[src/rtl/priority_arbiter.sv]
// N-input arbiter with a registered one-hot grant that is held until release or hold timeout.
// Arbitration is either fixed priority (highest index wins) or round-robin from a rotating pointer.
module priority_arbiter #(
    parameter int unsigned N        = 4,
    parameter int unsigned MAX_HOLD = 0,
    parameter int unsigned IDXW     = $clog2(N)
) (
    input  logic            clk_i,
    input  logic            reset_i,
    input  logic [N-1:0]    req_i,
    input  logic            rr_en_i,
    output logic [N-1:0]    gnt_o,
    output logic [IDXW-1:0] gnt_idx_o,
    output logic            gnt_valid_o,
    output logic            any_req_o
);

    localparam int unsigned HoldW = (MAX_HOLD == 0) ? 1 : $clog2(MAX_HOLD + 1);
    localparam logic [HoldW-1:0] HoldMax = HoldW'(MAX_HOLD);

    typedef enum logic [0:0] {StIdle, StOwned} state_e;

    state_e            state_q, state_d;
    logic [N-1:0]      gnt_q, gnt_d;
    logic [IDXW-1:0]   idx_q, idx_d;
    logic [IDXW-1:0]   ptr_q, ptr_d;
    logic [HoldW-1:0]  hold_q, hold_d;

    logic              owner_req;
    logic              timeout;
    logic [N-1:0]      arb_req;
    logic [IDXW-1:0]   win_idx;
    logic              win_found;
    logic              take;
    logic              go_idle;

    assign owner_req = |(req_i & gnt_q);
    assign timeout   = (MAX_HOLD != 0) && (hold_q == HoldMax);
    // On timeout the owner is masked out so another requester can win.
    assign arb_req   = ((state_q == StOwned) && owner_req && timeout) ? (req_i & ~gnt_q) : req_i;

    always_comb begin
        logic [N-1:0]   sh;
        logic [2*N-1:0] dbl;
        logic [N-1:0]   rot;
        logic [IDXW:0]  sum;
        logic [IDXW-1:0] off;
        win_found = 1'b0;
        win_idx   = '0;
        sh        = '0;
        dbl       = '0;
        rot       = '0;
        sum       = '0;
        off       = '0;
        if (!rr_en_i) begin
            for (int i = 0; i < int'(N); i++) begin
                sh = arb_req >> i;
                if (sh[0]) begin
                    win_idx   = IDXW'(i);
                    win_found = 1'b1;
                end
            end
        end else begin
            // Rotate so bit k of rot is requester (ptr + k) mod N; smallest k wins.
            dbl = {arb_req, arb_req} >> ptr_q;
            rot = dbl[N-1:0];
            for (int k = int'(N) - 1; k >= 0; k--) begin
                sh = rot >> k;
                if (sh[0]) begin
                    off       = IDXW'(k);
                    win_found = 1'b1;
                end
            end
            sum = {1'b0, ptr_q} + {1'b0, off};
            if (sum >= (IDXW + 1)'(N)) begin
                sum = sum - (IDXW + 1)'(N);
            end
            win_idx = sum[IDXW-1:0];
        end
    end

    always_comb begin
        state_d = state_q;
        gnt_d   = gnt_q;
        idx_d   = idx_q;
        ptr_d   = ptr_q;
        hold_d  = hold_q;
        take    = 1'b0;
        go_idle = 1'b0;

        unique case (state_q)
            StIdle: begin
                take = win_found;
            end
            StOwned: begin
                if (!owner_req) begin
                    take    = win_found;
                    go_idle = !win_found;
                end else if (timeout) begin
                    take = win_found;
                    if (!win_found) begin
                        hold_d = HoldW'(1);
                    end
                end else if (MAX_HOLD != 0) begin
                    hold_d = hold_q + HoldW'(1);
                end
            end
            default: go_idle = 1'b1;
        endcase

        if (take) begin
            state_d = StOwned;
            gnt_d   = N'(1) << win_idx;
            idx_d   = win_idx;
            ptr_d   = (win_idx == IDXW'(N - 1)) ? '0 : win_idx + IDXW'(1);
            hold_d  = HoldW'(1);
        end
        if (go_idle) begin
            state_d = StIdle;
            gnt_d   = '0;
            idx_d   = '0;
            hold_d  = '0;
        end
    end

    always_ff @(posedge clk_i) begin
        if (reset_i) begin
            state_q <= StIdle;
            gnt_q   <= '0;
            idx_q   <= '0;
            ptr_q   <= '0;
            hold_q  <= '0;
        end else begin
            state_q <= state_d;
            gnt_q   <= gnt_d;
            idx_q   <= idx_d;
            ptr_q   <= ptr_d;
            hold_q  <= hold_d;
        end
    end

    assign gnt_o       = gnt_q;
    assign gnt_idx_o   = idx_q;
    assign gnt_valid_o = (state_q == StOwned);
    assign any_req_o   = |req_i;

endmodule
[config.mk]
export PLATFORM = sky130hd
export DESIGN_NAME = priority_arbiter
export DESIGN_NICKNAME = d
export VERILOG_FILES = /design/src/rtl/priority_arbiter.sv
export SDC_FILE = /design/constraint.sdc
export NUM_CORES = 1
export LEC_CHECK = 0
export BUFFER_PORTS_ARGS = -buffer_cell sky130_fd_sc_hd__buf_2
export CORE_UTILIZATION = 46
export CTS_CLUSTER_DIAMETER = 50
export DETAILED_ROUTE_END_ITERATION = 8
export PLACE_DENSITY = 0.74
export SLEW_MARGIN = 40
export SYNTH_ARGS = -nofsm -noshare
export SYNTH_HDL_FRONTEND = slang
export SYNTH_SLANG_ARGS = --single-unit
[constraint.sdc]
create_clock -name clk_i -period 2.2 [get_ports clk_i]
set_input_delay 0.33 -clock clk_i [delete_from_list [all_inputs] [get_ports clk_i]]
set_output_delay 0.33 -clock clk_i [all_outputs]
set_load 0.02 [all_outputs]
==> out/metrics.yaml <==
yosys.area.top_type: "dfxtp_1"
start_util_pct: 49.6
ioPinCount: 15
syn_nets: 87
utilization_pct: 67.9
violations: "setup timing"
routedWlPerCell_um: 12.8
clk_latency_ps: 280
clk_path_buf_depth: 2
start_kind: "flop"
yosys.area_share.simple_pct: 23.4
min_period_over_period_pct: 104
powerDensity_nw_per_um2: 759
synth_top_family_by_area: "simple AND/OR/NAND/NOR gates"
dpl_cell_area_um2: 816
top_usage_layer: "met2"
synth.most_common_cell: "nor2_1"
hold_ws_ps: 252
critPathArrivalTime_ps: 2460
synthArstFlopShare_pct: 0
grt_max_degree: 10
synth_area_um2: 646
cp.required_ps: 2380
status: "finished, violations left"
diodes: 0
io_buffers: 14
drv_cap: 0
fp.dieH_um: 39.5
met2_usage_pct: 40.2
max_slew_margin_pct: 75.5
drt-total-wl_mm: 1.52
setup_tns_ps: -332
nNetsFinal: 117
yosysTopAreaCellShare_pct: 27.9
row_count: 13
hold_viol: 0
dieArea_um2: 1560
synth_common_cells: "nor2_1 (14), dfxtp_1 (9), mux2i_1 (8)"
setup_viol: 5
grt.overflow.total: 0
clk_pin_slew_ps: 70
slew_viol_final: 0
ys_warn_count: 0
min-delay-path-class: "in2reg"
synthMuxAreaShare_pct: 12.4
rsz0062_at_grt: "yes"
cts_buffers: 3
ctsHoldBuffers: 0
ys_top_cells_by_area: "dfxtp_1 (28%), mux2i_1 (12%), ha_1 (9.7%), nor2_1 (8.1%), buf_6 (3.5%)"
cts_tree: "done"
gp_congestion: 0.704
final_area_um2: 883
timing.final.ws_setup_ps: -78.7
clock-sinks: 9
grt_pass1_wl_mm: 2.30
synth-compound-area-share_pct: 17.4
drc: 0
met1_usage_pct: 23.9
core-area_um2: 1300
cp_max_fo: 4
antenna_found_initial: 0
yosysUniqueCellTypes: 31
cts.htree.levels: 1
syn_avg_cell_area_um2: 8.61
totalPowerFinal_uw: 671
vias: 635
min_delay_path_depth: 2
ys_seq_area_share_pct: 27.9
worst_slew_pin_slew_ps: 364
ir_worst_vdd_uv: 400
root_buffer: "clkbuf_4"
die_x_um: 39.5
ys_seq_elements: 9
dp_hpwl_mm: 1.14
max_freq_ghz: 0.439
synth_edf_count: 0
grt_use_met3_pct: 5.11
layout-drive-gt1-share_pct: 47.1
r2r_slack_ps: -80
ant_nets: 0
synth-xor-area-share_pct: 1.36
period_needed_ps: 2280
yosys.area_share.adder_pct: 9.69
syn_to_final_growth_pct: 36.8
end_kind: "flop"
skew_ps: 11.7
grt_pass1_vias: 571
path_class: "reg2reg"
p_leak_nw: 0.409
rr_worst_depth: 10
groute.usage.overall_pct: 23.0
first_pass_iters: 4
synth_flop_cell: "dfxtp_1"
via_per_inst: 5.34
postSynthCellCount: 75
drt_first_iter_violations: 6
[critical path: stages (launching register included)]
cell	delay, ps
dfxtp_2	340
or4_4	510
o2111ai_2	80
ha_2	200
xor2_1	180
or2_1	140
mux2i_2	80
nor2_1	180
ha_2	300
mux2i_1	120
nor2_1	50
[kinds of logic (layout without fill, tap and decap cells)]
group                    Yosys count  in the layout
AO/OA/AOI/OAI                     14             14
XOR/XNOR                           1              1
adder cells (fa/ha/maj)            5              5
buffers and inverters              9             38
flip-flops                         9              9
multiplexers                       8              8
AND/OR/NAND/NOR                   29             29
[state kept, by name (all words and copies together), names as in the netlist]
signal       cells
ptr_q            2
gnt_idx_o        2
gnt_o            4
gnt_valid_o      1
[metal layers]
metal	vias up	wire, um	part of all wire [%]
li1	322	-	-
met1	293	693	46
met2	16	723	48
met3	4	64	4.2
met4	0	41	2.7
met5	-	0	0
[cells in the final DEF (no fill, tap or decap), types with 2 or more instances in the layout]
cell type / count
or2_1: 2
a22o_1: 2
inv_2: 2
dfxtp_1: 8
buf_4: 14
ha_2: 5
inv_1: 4
o21ai_1: 3
nand2_1: 2
nor2_1: 14
clkbuf_4: 3
nor3_1: 2
mux2i_1: 7
buf_2: 14
o32ai_1: 2
[worst paths after layout]
kind / from / endpoint
max: ptr_q[0]$_SDFFE_PP0P_ / ptr_q[1]$_SDFFE_PP0P_
min: reset_i / ptr_q[0]$_SDFFE_PP0P_
max reg2reg: ptr_q[0]$_SDFFE_PP0P_ / ptr_q[1]$_SDFFE_PP0P_
min reg2reg: gnt_idx_o[1]$_SDFFE_PP0P_ / gnt_idx_o[1]$_SDFFE_PP0P_
[per-stage QoR]
stage	std cells	worst slack [ps]
after global placement	114	-155
after detailed placement	114	-207
final	119	-78.7
after floorplan	75	-109
after CTS	120	-99.2
after global routing	119	-183
[cell type report]
type / count / area (um^2)
tap: 15 / 18.8
clock buffer: 4 / 26.3
inverter: 6 / 22.5
fill: 110 / 418
timing repair buffer: 28 / 175
multi-input combinational: 57 / 459
sequential: 9 / 181
[power breakdown]
part	internal, mW	switching [mW]	total, mW	leakage, nW
registers	0.194	0.0293	0.224	0.0748
clock network	0.0702	0.0673	0.137	0.0150
logic	0.149	0.160	0.310	0.319
[timing repair]
item / 4_1_cts / 5_1_grt
setup buffers: 2 / 1
gates cloned: 0 / 0
pin swaps: 11 / 7
setup endpoints to repair: 5 / 6
gates resized for setup: 4 / 4
Note: power is estimated with default switching activity, not from simulation.
